===== src/rtl/mini_risc_pkg.sv =====
`default_nettype none
// ============================================================================
//  Module      : mini_risc_pkg
//  Description : Shared definitions for the MINI-RISC core: field widths,
//                the NOP encoding and small instruction-field helpers used
//                by the fetch/decode control, hazard unit and decoder.
//  Revision    : 1.0  initial release
// ============================================================================
package mini_risc_pkg;

    localparam int OPCODE_W = 5;
    localparam int REG_W    = 3;
    localparam int INSTR_W  = 16;
    localparam int PC_W     = 8;

    // The all-zeros word decodes as a no-operation; a killed IF/ID slot
    // carries this value so decode never sees stale instruction bits.
    localparam logic [INSTR_W-1:0] NOP = '0;

    // Opcode values with front-end significance.
    typedef enum logic [OPCODE_W-1:0] {
        OP_NOP  = 5'd0,
        OP_LOAD = 5'd1,
        OP_STOR = 5'd2,
        OP_BEQ  = 5'd8,
        OP_BNE  = 5'd9,
        OP_JMP  = 5'd10
    } opcode_e;

    // Instruction layout: [15:11] opcode, [10:8] rd, [7:5] rs1, [4:0] imm.
    typedef struct packed {
        logic [OPCODE_W-1:0] opcode;
        logic [REG_W-1:0]    rd;
        logic [REG_W-1:0]    rs1;
        logic [4:0]          imm;
    } instr_fields_t;

    function automatic instr_fields_t split_instr(input logic [INSTR_W-1:0] instr);
        return instr_fields_t'(instr);
    endfunction

    function automatic logic is_control_xfer(input logic [INSTR_W-1:0] instr);
        instr_fields_t f;
        f = split_instr(instr);
        return (f.opcode == OP_BEQ) || (f.opcode == OP_BNE) || (f.opcode == OP_JMP);
    endfunction

endpackage
`default_nettype wire


===== src/rtl/sat_counter.sv =====
`default_nettype none
// ============================================================================
//  Module      : sat_counter
//  Description : Event counter that saturates at all-ones. A clear has
//                priority over an increment in the same cycle.
//  Ports       : clk, rst (sync, active-high), clr, inc -> cnt[CNT_W-1:0]
//  Revision    : 1.0  initial release
// ============================================================================
module sat_counter #(
    parameter int CNT_W = 16
) (
    input  logic             clk,
    input  logic             rst,
    input  logic             clr,
    input  logic             inc,
    output logic [CNT_W-1:0] cnt
);

    logic [CNT_W-1:0] cnt_q;
    logic [CNT_W-1:0] cnt_d;
    logic             w_at_max;

    assign w_at_max = &cnt_q;

    always_comb begin
        cnt_d = cnt_q;
        if (clr) begin
            cnt_d = '0;
        end else if (inc && !w_at_max) begin
            cnt_d = cnt_q + {{(CNT_W-1){1'b0}}, 1'b1};
        end
    end

    always_ff @(posedge clk) begin
        if (rst) begin
            cnt_q <= '0;
        end else begin
            cnt_q <= cnt_d;
        end
    end

    assign cnt = cnt_q;

endmodule
`default_nettype wire


===== src/rtl/fetch_decode_ctrl.sv =====
`default_nettype none
// ============================================================================
//  Module      : fetch_decode_ctrl
//  Description : Front-end pipeline control. Owns the PC, the IF/ID register
//                and the ID/EX valid bit, turning hazard-unit stall, flush
//                and redirect decisions into held, killed or bubbled
//                instructions. Keeps saturating stall/flush event counters.
//  Ports       : clk, rst                      clock, sync active-high reset
//                stall_F, stall_D              hold PC / hold IF/ID
//                flush_F, flush_D              kill fetch / kill decode slot
//                redirect_valid, redirect_pc   taken branch/jump target
//                imem_rdata                    instruction at pc_F
//                cnt_clr                       clear both event counters
//                pc_F                          fetch address
//                instr_D, pc_D, valid_D        IF/ID register contents
//                valid_E                       ID/EX live flag
//                stall_cnt, flush_cnt          saturating event counters
//  Revision    : 1.0  initial release
// ============================================================================
module fetch_decode_ctrl #(
    parameter int                      PC_W     = mini_risc_pkg::PC_W,
    parameter int                      INSTR_W  = mini_risc_pkg::INSTR_W,
    parameter logic [PC_W-1:0]         RESET_PC = '0,
    parameter int                      CNT_W    = 16
) (
    input  logic               clk,
    input  logic               rst,
    input  logic               stall_F,
    input  logic               stall_D,
    input  logic               flush_F,
    input  logic               flush_D,
    input  logic               redirect_valid,
    input  logic [PC_W-1:0]    redirect_pc,
    input  logic [INSTR_W-1:0] imem_rdata,
    input  logic               cnt_clr,
    output logic [PC_W-1:0]    pc_F,
    output logic [INSTR_W-1:0] instr_D,
    output logic [PC_W-1:0]    pc_D,
    output logic               valid_D,
    output logic               valid_E,
    output logic [CNT_W-1:0]   stall_cnt,
    output logic [CNT_W-1:0]   flush_cnt
);

    import mini_risc_pkg::*;

    localparam logic [INSTR_W-1:0] C_NOP = INSTR_W'(NOP);

    // ------------------------------------------------------------------
    // PC register
    // ------------------------------------------------------------------
    logic [PC_W-1:0] pc_q;
    logic [PC_W-1:0] pc_d;

    // A redirect is only honoured when decode is free to advance: a branch
    // stalled on a load-use operand has not really resolved yet, and the
    // hazard unit will present the redirect again once the stall clears.
    always_comb begin
        pc_d = pc_q + {{(PC_W-1){1'b0}}, 1'b1};   // wraps naturally at all-ones
        if (stall_F) begin
            pc_d = pc_q;
        end else if (redirect_valid && !stall_D) begin
            pc_d = redirect_pc;
        end
    end

    always_ff @(posedge clk) begin
        if (rst) begin
            pc_q <= RESET_PC;
        end else begin
            pc_q <= pc_d;
        end
    end

    // ------------------------------------------------------------------
    // IF/ID register
    // ------------------------------------------------------------------
    logic [INSTR_W-1:0] instr_D_q;
    logic [INSTR_W-1:0] instr_D_d;
    logic [PC_W-1:0]    pc_D_q;
    logic [PC_W-1:0]    pc_D_d;
    logic               valid_D_q;
    logic               valid_D_d;

    // Stall beats flush: a killed fetch is retried on the first unstalled
    // cycle because the hazard unit keeps the flush asserted. A flushed slot
    // still records pc_F so the bubble's address is meaningful for debug.
    always_comb begin
        instr_D_d = imem_rdata;
        pc_D_d    = pc_q;
        valid_D_d = 1'b1;
        if (stall_D) begin
            instr_D_d = instr_D_q;
            pc_D_d    = pc_D_q;
            valid_D_d = valid_D_q;
        end else if (flush_F) begin
            instr_D_d = C_NOP;
            pc_D_d    = pc_q;
            valid_D_d = 1'b0;
        end
    end

    always_ff @(posedge clk) begin
        if (rst) begin
            instr_D_q <= C_NOP;
            pc_D_q    <= '0;
            valid_D_q <= 1'b0;
        end else begin
            instr_D_q <= instr_D_d;
            pc_D_q    <= pc_D_d;
            valid_D_q <= valid_D_d;
        end
    end

    // ------------------------------------------------------------------
    // ID/EX valid bit
    // ------------------------------------------------------------------
    // Every stalled decode cycle sends exactly one bubble downstream; a
    // flushed decode instruction (branch/jump completes in decode, or a
    // wrong-path instruction) never reaches execute.
    logic valid_E_q;
    logic valid_E_d;

    assign valid_E_d = valid_D_q && !stall_D && !flush_D;

    always_ff @(posedge clk) begin
        if (rst) begin
            valid_E_q <= 1'b0;
        end else begin
            valid_E_q <= valid_E_d;
        end
    end

    // ------------------------------------------------------------------
    // Event counters
    // ------------------------------------------------------------------
    // A flush only counts when it actually kills a fetch, i.e. when the
    // fetch stage is not being held that cycle.
    logic w_stall_evt;
    logic w_flush_evt;

    assign w_stall_evt = stall_D;
    assign w_flush_evt = flush_F && !stall_F;

    sat_counter #(
        .CNT_W (CNT_W)
    ) u_stall_cnt (
        .clk (clk),
        .rst (rst),
        .clr (cnt_clr),
        .inc (w_stall_evt),
        .cnt (stall_cnt)
    );

    sat_counter #(
        .CNT_W (CNT_W)
    ) u_flush_cnt (
        .clk (clk),
        .rst (rst),
        .clr (cnt_clr),
        .inc (w_flush_evt),
        .cnt (flush_cnt)
    );

    // ------------------------------------------------------------------
    // Outputs: straight from registers
    // ------------------------------------------------------------------
    assign pc_F    = pc_q;
    assign instr_D = instr_D_q;
    assign pc_D    = pc_D_q;
    assign valid_D = valid_D_q;
    assign valid_E = valid_E_q;

endmodule
`default_nettype wire


===== config.mk =====
export PLATFORM = sky130hd
export DESIGN_NAME = fetch_decode_ctrl
export DESIGN_NICKNAME = d
export VERILOG_FILES = /design/src/rtl/mini_risc_pkg.sv /design/src/rtl/sat_counter.sv /design/src/rtl/fetch_decode_ctrl.sv
export SDC_FILE = /design/constraint.sdc
export NUM_CORES = 1
export LEC_CHECK = 0
export BUFFER_PORTS_ARGS = -buffer_cell sky130_fd_sc_hd__buf_2
export CAP_MARGIN = 20
export CORE_MARGIN = 2
export CORE_UTILIZATION = 25
export DETAILED_ROUTE_END_ITERATION = 8
export PLACE_DENSITY_LB_ADDON = 0.1
export REMOVE_ABC_BUFFERS = 1
export SKIP_LAST_GASP = 1
export SLEW_MARGIN = 20
export SYNTH_ARGS = -nofsm -noshare
export SYNTH_HDL_FRONTEND = slang
export SYNTH_SLANG_ARGS = --single-unit

===== constraint.sdc =====
create_clock -name clk -period 2.1 [get_ports clk]
set_clock_uncertainty 0.1 [all_clocks]
set_input_delay 0.42 -clock clk [delete_from_list [all_inputs] [get_ports clk]]
set_output_delay 0.42 -clock clk [all_outputs]
set_load 0.005 [all_outputs]

=== Word-level counts from Yosys, hierarchy flattened ===
Cells that the tools add are included.

* $add $sub $neg: 3
* Multiplexer cells: 3
* Reductions and logical operators: 14

{| class="wikitable"
|+ Operator list
! operator !! count
|-
| 16-bit by 1-bit adder with 16-bit output, second input constant || 2
|-
| 16-bit AND reduction || 2
|-
| 16-bit two-way mux || 1
|-
| 8-bit by 1-bit adder with 8-bit output, second input constant || 1
|-
| 8-bit two-way mux || 1
|-
| 1-bit logical AND || 6
|-
| 1-bit zero test || 5
|-
| 2-bit OR reduction || 1
|-
| 1-bit two-way mux || 1
|}

* Flip-flop bits (word level): 66
* Input port bits: 32
* Output and inout bits: 66
* Word-level logic and storage cells: 27

=== Depth between registers and ports, before layout ===
Gate-level depths: netlist (run 1).

* Depth after elaboration: 3
* Mapped depth: 6
* Mapped depth without buffers: 5

=== By module ===
Synthesis (run 1) repeated with hierarchy kept, for this count alone.

* Cells, all modules: 371
* Area, all modules: 3201.8 µm²

{| class="wikitable"
|+ Modules (own cells, without submodules)
! module !! times used !! cells an instance !! area each (µm²) !! sequential area each (µm²)
|-
| sat_counter || 2 || 110 || 924.6 || 320.3
|-
| fetch_decode_ctrl || 1 || 151 || 1352.5 || 680.7
|}

=== Worst setup path before layout (run 1) ===
No wires, ideal clock.

* Kind: input to register
* From: input stall_F
* To: register u_flush_cnt.cnt_q[13], in the netlist u_flush_cnt.cnt[13]
* Data arrival time: 1577 ps
* Path slack: 353 ps
* Cell stages on the path: 5
* Path buffers: 1
* Path through: buf_6 and4b_2 nand4_4 or4_1 a21oi_1

* Longest elaborated chain between the ends: 3

{| class="wikitable"
|+ Ends and longest elaborated chain
! item !! RTL line !! RTL
|-
| start, declared || fetch_decode_ctrl.sv:28 || <nowiki>input logic stall_F,</nowiki>
|-
| 1-bit zero test || fetch_decode_ctrl.sv:143 || <nowiki>assign w_flush_evt = flush_F && !stall_F;</nowiki>
|-
| 1-bit logical AND || fetch_decode_ctrl.sv:143 ||
|-
| 1-bit logical AND || sat_counter.sv:29 || <nowiki>end else if (inc && !w_at_max) begin</nowiki>
|-
| end signal, assigned || sat_counter.sv:38 || <nowiki>cnt_q <= cnt_d;</nowiki>
|-
| end, declared || sat_counter.sv:19 || <nowiki>logic [CNT_W-1:0] cnt_q;</nowiki>
|}

Every way passes these cells.
A chain may end at the register's enable or synchronous reset.

=== Worst setup path in the final report (run 1) ===
* From: register u_stall_cnt.cnt_q[0], in the netlist u_stall_cnt.cnt[0]
* To: register u_stall_cnt.cnt_q[3], in the netlist u_stall_cnt.cnt[3]

* Longest elaborated chain between the ends: 3
* Elaborated cells on any way between the ends: 4
* Classes of those cells: 1 x add/sub; 3 x reduce/logical

{| class="wikitable"
|+ Ends and longest elaborated chain
! item !! RTL line
|-
| start, declared || sat_counter.sv:19
|-
| start signal, assigned || sat_counter.sv:38
|-
| parallel branches: the longest is 3 deep, another holds 16-bit by 1-bit adder with 16-bit output || n/a
|}

Several ways; the timed one is not identified.

==> flow_metrics.env, run 1 <==
export IMPL_diodes=0
export IMPL_rsz0062_at_grt="false"
export IMPL_relSlewSlack_pct=63.91
export IMPL_place_inst=586
export IMPL_grt_pass1_wl_mm=14.86
export IMPL_cp_arrival_ns=2.03
export IMPL_grt_antenna_before_repair=1
export IMPL_setup_violations=0
export IMPL_rr_endpoint="u_stall_cnt.cnt[3]"
export IMPL_synth_ff_type="dfxtp_1"
export IMPL_synth_avg_cell_area_um2=8.780
export IMPL_final_cell_mix="buf_2, dfxtp_1, nor2_1, a21oi_1, nand2_1"
export IMPL_drt_total_wl_mm=9.000
export IMPL_wl_per_cell_um=14.95
export IMPL_multi_input_area_um2=1608
export IMPL_cts_buffers=9
export IMPL_cts_tree="yes"
export IMPL_yosysWarningCount=0
export IMPL_pin_count=98
export IMPL_start_kind="flop"
export IMPL_worstPathRequired_ns=2.27
export IMPL_finalCriticalPeriod_ns=1.860
export IMPL_postCtsSetupRepairBufs=0
export IMPL_portBuffers=97
export IMPL_tightest_slew_ns=0.5394
export IMPL_whs_endpoint="valid_E"
export IMPL_num_vias=3017
export IMPL_holdPathStages=2
export IMPL_p_switching_uw=691.5
export IMPL_clock_power_share_pct=49.5
export IMPL_fin_area_um2=4009
export IMPL_status="finished clean"
export IMPL_first_pass_iters=4
export IMPL_route_detailed_drc=0
export IMPL_crit_type="flop to flop"
export IMPL_die_area_um2=13160
export IMPL_dpl_cell_area_um2=3722
export IMPL_synth_edf_count=0
export IMPL_hold_path_startpoint="flush_D"
export IMPL_switching_share_pct=23.31
export IMPL_cts_hold_buf=0
export IMPL_mostFrequentLayoutCell="buf_2"
export IMPL_r2r_slack_ns=0.24
export IMPL_syn2layout_area_growth_pct=30.83
export IMPL_hpwl_mm=6.366
export IMPL_internal_power_uw=2276
export IMPL_seqPwrFrac_pct=44.0
export IMPL_netlist_instances=349
export IMPL_regArea_um2=1321
export IMPL_cts_clk_slew_worst_paths_ns=0.05
export IMPL_clockBufferDepth=2
export IMPL_core_area_um2=12010
export IMPL_path_max_fanout=16
export IMPL_synth_area_um2=3064
export IMPL_drive_above_1_share_pct=30.33
export IMPL_viasPerCell=5.012
export IMPL_floorplan_initialDensity_pct=25.51
export IMPL_cts_sinks=66
export IMPL_reg2reg_from="u_stall_cnt.cnt[0]"
export IMPL_clock_root_buffer="clkbuf_16"
export IMPL_p_leak_uw=0.001653
export IMPL_finalNetCount=485
export IMPL_htree_levels=3
export IMPL_power_density_nw_per_um2=740.2
export IMPL_grt_start_max_net_pins=37
export IMPL_peakVddDrop_v=0.0003501
export IMPL_synth_seq_cells=66
export IMPL_grt_use_total_pct=14.37
export IMPL_whs_ns=0.1480
export IMPL_worst_skew_pair_late_latency_ns=0.33
export IMPL_ff2ff_path_depth=6
export IMPL_finalHoldViolations=0
export IMPL_tns_ns=0
export IMPL_final_max_slew_viol_count=0
export IMPL_min_period_over_period_pct=88.56
export IMPL_synth_top_cell_area_share_pct=43.12
export IMPL_die_x_um=114.7
export IMPL_synth_cell_types=51
export IMPL_synthTopCellsByArea="dfxtp_1, a21oi_1, mux2i_1"
export IMPL_grt_overflow_total=0
export IMPL_fmax_mhz=537.7
export IMPL_grt_pass1_vias=2885
export IMPL_critPathCaptureType="flop"
export IMPL_drtIter0Drc=94
export IMPL_seq_area_frac_synth_pct=43.12
export IMPL_comb_power_share_pct=6.5
export IMPL_maxCapViolations=0
export IMPL_post_cts_resized=0
export IMPL_die_height_um=114.7
export IMPL_synthArstFlopShare_pct=0
export IMPL_fillers=1321
export IMPL_yosys_area_top_type="dfxtp_1"
export IMPL_globalplace_congestion=0.7315
export IMPL_hp_class="input port to flop"
export IMPL_rows=40
export IMPL_crit_start="u_stall_cnt.cnt[0]"
export IMPL_final_cells=602
export IMPL_detail_route_antenna_nets=0
==> layout make-up <==
| class | instances | area share (%) |
|---|---|---|
| Clock inverter | 6 | 1.436 |
| Tap cell | 147 | 4.588 |
| Clock buffer | 10 | 5.712 |
| Inverter | 7 | 0.6554 |
| Multi-Input combinational cell | 256 | 40.11 |
| Sequential cell | 66 | 32.96 |
| Timing Repair Buffer | 110 | 14.54 |
==> per-layer routing <==
metal	vias up	wire [um]	track usage [%]
met2	72	3910	21.34
met3	12	581	5.029
met1	1412	4360	19.26
li1	1519	-	-
met5	-	13	0
met4	2	134	5.301
==> synth_stat cells (all sizes together), types with 2 or more instances <==
cell type and n:
a211oi 2, a21o 2, a21oi 32, a22oi 15, a31oi 2, and2 4
and3 3, and4 6, buf 5, clkbuf 14, dfxtp 66, ha 3
inv 7, mux2i 13, nand2 24, nand3 16, nand3b 2, nand4 12
nor2 32, nor3 6, nor3b 3, nor4 5, nor4b 2, o21a 3
o21ai 16, o311ai 2, o31ai 15, o41ai 2, or3 11, or4 14
==> kinds of logic (layout without fill, tap and decap cells) <==
kind of cell	after synthesis	count (layout)	share of synthesized area, %
simple gates	145	145	27.28
compound gates	95	95	19.72
flops	66	66	43.12
buf+inv	27	133	4.410
mux	13	13	4.246
fa+ha+maj	3	3	1.225
==> power groups by stage <==
stage	registers (uW)	logic (uW)	clock network [uW]
6_report	1300	193	1470
5_1_grt	1310	221	1580
4_1_cts	1300	198	1520
3_5_place_dp	1330	198	0
3_3_place_gp	1330	197	0
2_1_floorplan	1330	75.8	0
==> state kept, by name, summed over array words and instances (netlist names) <==
signal / count
pc_D: 8
valid_D: 1
instr_D: 16
u_flush_cnt.cnt: 16
u_stall_cnt.cnt: 16
valid_E: 1
pc_F: 8
==> critical path, cell delays in order, from the launching register on <==
cell and delay, ns:
dfxtp_1 0.35, ha_1 0.27, nand4_1 0.21, nor4_4 0.07
buf_4 0.19, or4_1 0.47, a21oi_1 0.14
==> per-stage QoR <==
stage	setup WS [ns]	total power [uW]	util (%)
floorplan	0.2124	1405	-
global placement	0.2652	1528	30.99
detailed placement	0.2283	1529	30.99
CTS	0.2295	3023	33.38
global route	0.1016	3113	33.38
finish	0.2402	2967	33.38
==> how the worst max path moves through the flow <==
stage / cells past startpoint / slack, ns / endpoint
5_1_grt: 6 / 0.10 / u_stall_cnt.cnt[4]
3_3_place_gp: 5 / 0.27 / u_flush_cnt.cnt[13]
2_1_floorplan: 5 / 0.21 / u_flush_cnt.cnt[5]
4_1_cts: 6 / 0.23 / u_stall_cnt.cnt[3]
6_report: 6 / 0.24 / u_stall_cnt.cnt[3]
3_5_place_dp: 6 / 0.23 / u_stall_cnt.cnt[4]
No activity file was read; power rests on OpenSTA's default activity.
==> run 2: changes to the inputs <==
- CORE_UTILIZATION: 25 -> 30
- SYNTH_HIERARCHICAL: unset -> 1
==> flow_metrics.env, run 2 <==
export IMPL_synth_avg_cell_area_um2=8.630
export IMPL_final_max_slew_viol_count=0
export IMPL_pin_count=98
export IMPL_grt_start_max_net_pins=38
export IMPL_clock_root_buffer="clkbuf_8"
export IMPL_detail_route_antenna_nets=0
export IMPL_finalCriticalPeriod_ns=1.889
export IMPL_floorplan_initialDensity_pct=31.01
export IMPL_cts_hold_buf=0
export IMPL_p_leak_uw=0.001680
export IMPL_critPathCaptureType="flop"
export IMPL_power_density_nw_per_um2=632.4
export IMPL_die_x_um=107.3
export IMPL_rsz0062_at_grt="false"
export IMPL_core_area_um2=10320
export IMPL_grt_pass1_vias=2961
export IMPL_diodes=0
export IMPL_hpwl_mm=6.163
export IMPL_globalplace_congestion=0.7468
export IMPL_synth_seq_cells=66
export IMPL_synth_most_common_cell="dfxtp_1"
export IMPL_grt_antenna_before_repair=1
export IMPL_place_inst=593
export IMPL_rows=37
export IMPL_cts_sinks=66
export IMPL_yosysWarningCount=6
export IMPL_cts_clk_slew_worst_paths_ns=0.07
export IMPL_status="finished clean"
export IMPL_slowest_stage="or4_1"
export IMPL_cts_tree="yes"
export IMPL_tns_ns=0
export IMPL_synth_commonest_cells="dfxtp_1, nor2_1, a21oi_1"
export IMPL_viasPerCell=5.328
export IMPL_hp_class="input port to flop"
export IMPL_synth_area_um2=3202
export IMPL_peakVddDrop_v=0.0002863
export IMPL_fmax_mhz=529.3
export IMPL_crit_type="flop to flop"
export IMPL_postCtsSetupRepairBufs=0
export IMPL_relSlewSlack_pct=51.00
export IMPL_yosys_area_top_type="dfxtp_1"
export IMPL_portBuffers=97
export IMPL_final_cells=609
export IMPL_route_detailed_drc=0
export IMPL_setup_violations=0
export IMPL_grt_pass1_wl_mm=14.55
export IMPL_grt_use_total_pct=15.66
export IMPL_synthTopCellsByArea="dfxtp_1, nor2_1, a21oi_1"
export IMPL_drive_above_1_share_pct=29.18
export IMPL_worstPathCellList="ha_1 -> and2_1 -> and4_4 -> or4_1 -> a21oi_1"
export IMPL_fillers=1075
export IMPL_synth_edf_count=0
export IMPL_path_max_fanout=10
export IMPL_cp_arrival_ns=2.06
export IMPL_drt_total_wl_mm=8.753
export IMPL_htree_levels=3
export IMPL_grt_overflow_total=0
export IMPL_synthArstFlopShare_pct=0
export IMPL_synth_cell_types=44
export IMPL_first_pass_iters=5
export IMPL_worstPathRequired_ns=2.27
export IMPL_finalHoldViolations=0
export IMPL_clockBufferDepth=2
export IMPL_worst_skew_pair_late_latency_ns=0.33
export IMPL_synth_top_cell_area_share_pct=41.27
export IMPL_netlist_instances=371
export IMPL_wl_per_cell_um=14.37
export IMPL_slowest_delay_ns=0.51
export IMPL_drtIter0Drc=133
export IMPL_die_height_um=107.3
export IMPL_seq_area_frac_synth_pct=41.27
export IMPL_cts_buffers=9
export IMPL_tightest_slew_ns=0.7342
export IMPL_min_period_over_period_pct=89.97
export IMPL_maxCapViolations=0
export IMPL_num_vias=3245
export IMPL_start_kind="flop"
export IMPL_syn2layout_area_growth_pct=25.13
export IMPL_synth_ff_type="dfxtp_1"
export IMPL_mostFrequentLayoutCell="buf_2"
export IMPL_post_cts_resized=0
export IMPL_finalNetCount=503
export IMPL_final_cell_mix="buf_2, dfxtp_1, nor2_1, a21oi_1, nand3_1"
export IMPL_die_area_um2=11520
==> run 2: cell families after synthesis <==
family	after synthesis	synth area share (%)
AND/OR/NAND/NOR	162	28.64
AO/OA/AOI/OAI	96	19.70
flip-flops	66	41.27
buffers and inverters	32	5.471
multiplexers	12	3.752
adder cells (fa/ha/maj)	3	1.172
==> run 2: area by class of cell <==
type / count / area (um2) / area share (%)
sequential: 66 / 1321 / 32.98
tap: 136 / 170.2 / 4.247
multi-input combinational: 273 / 1708 / 42.63
clock inverter: 2 / 10.01 / 0.2498
timing repair buffer: 113 / 605.6 / 15.12
inverter: 5 / 18.77 / 0.4685
clock buffer: 14 / 172.7 / 4.310
==> run 2: report_power, final <==
part           switching, uW  total (uW)  internal, uW
Clock                    485        1010           524
Sequential              29.1        1310          1280
Combinational            116         214          98.6
==> run 2: per-stage QoR <==
stage	instance area (um2)	hold WS, ns	setup WS (ns)	util (%)	power (uW)
finish	4006	0.1439	0.2106	38.81	2534
global route	4006	0.1167	0.09123	38.81	2670
CTS	4006	0.1230	0.2204	38.81	2587
detailed placement	3824	0.3833	-0.001640	37.04	1555
global placement	3821	0.3715	0.04697	37.01	1552
floorplan	3045	0.3843	0.1840	-	1421
==> run 2: metal layers <==
layer  vias to the layer above  part of all wire, %  global-route usage, %
li1                       1613                    -                      -
met1                      1530                   48                  21.45
met2                        96                   44                  22.78
met3                         4                  7.9                  5.811
met4                         2                 0.43                  4.824
met5                         -                 0.15                      0
==> run 2: critical path, delay by kind of cell, from the launching register on <==
kind	cells	cell delay [ns]
simple gates	3	0.93
compound gates	1	0.15
fa+ha+maj	1	0.28
flops	1	0.37
==> run 2: final timing paths <==
path / end / startpoint / slack (ns) / cells after the start
min: valid_E / flush_D / 0.14 / 2
max reg2reg: u_flush_cnt/cnt[15] / u_flush_cnt/cnt[0] / 0.21 / 5
max: u_flush_cnt/cnt[15] / u_flush_cnt/cnt[0] / 0.21 / 5
min reg2reg: pc_D[3] / pc_D[3] / 0.39 / 2
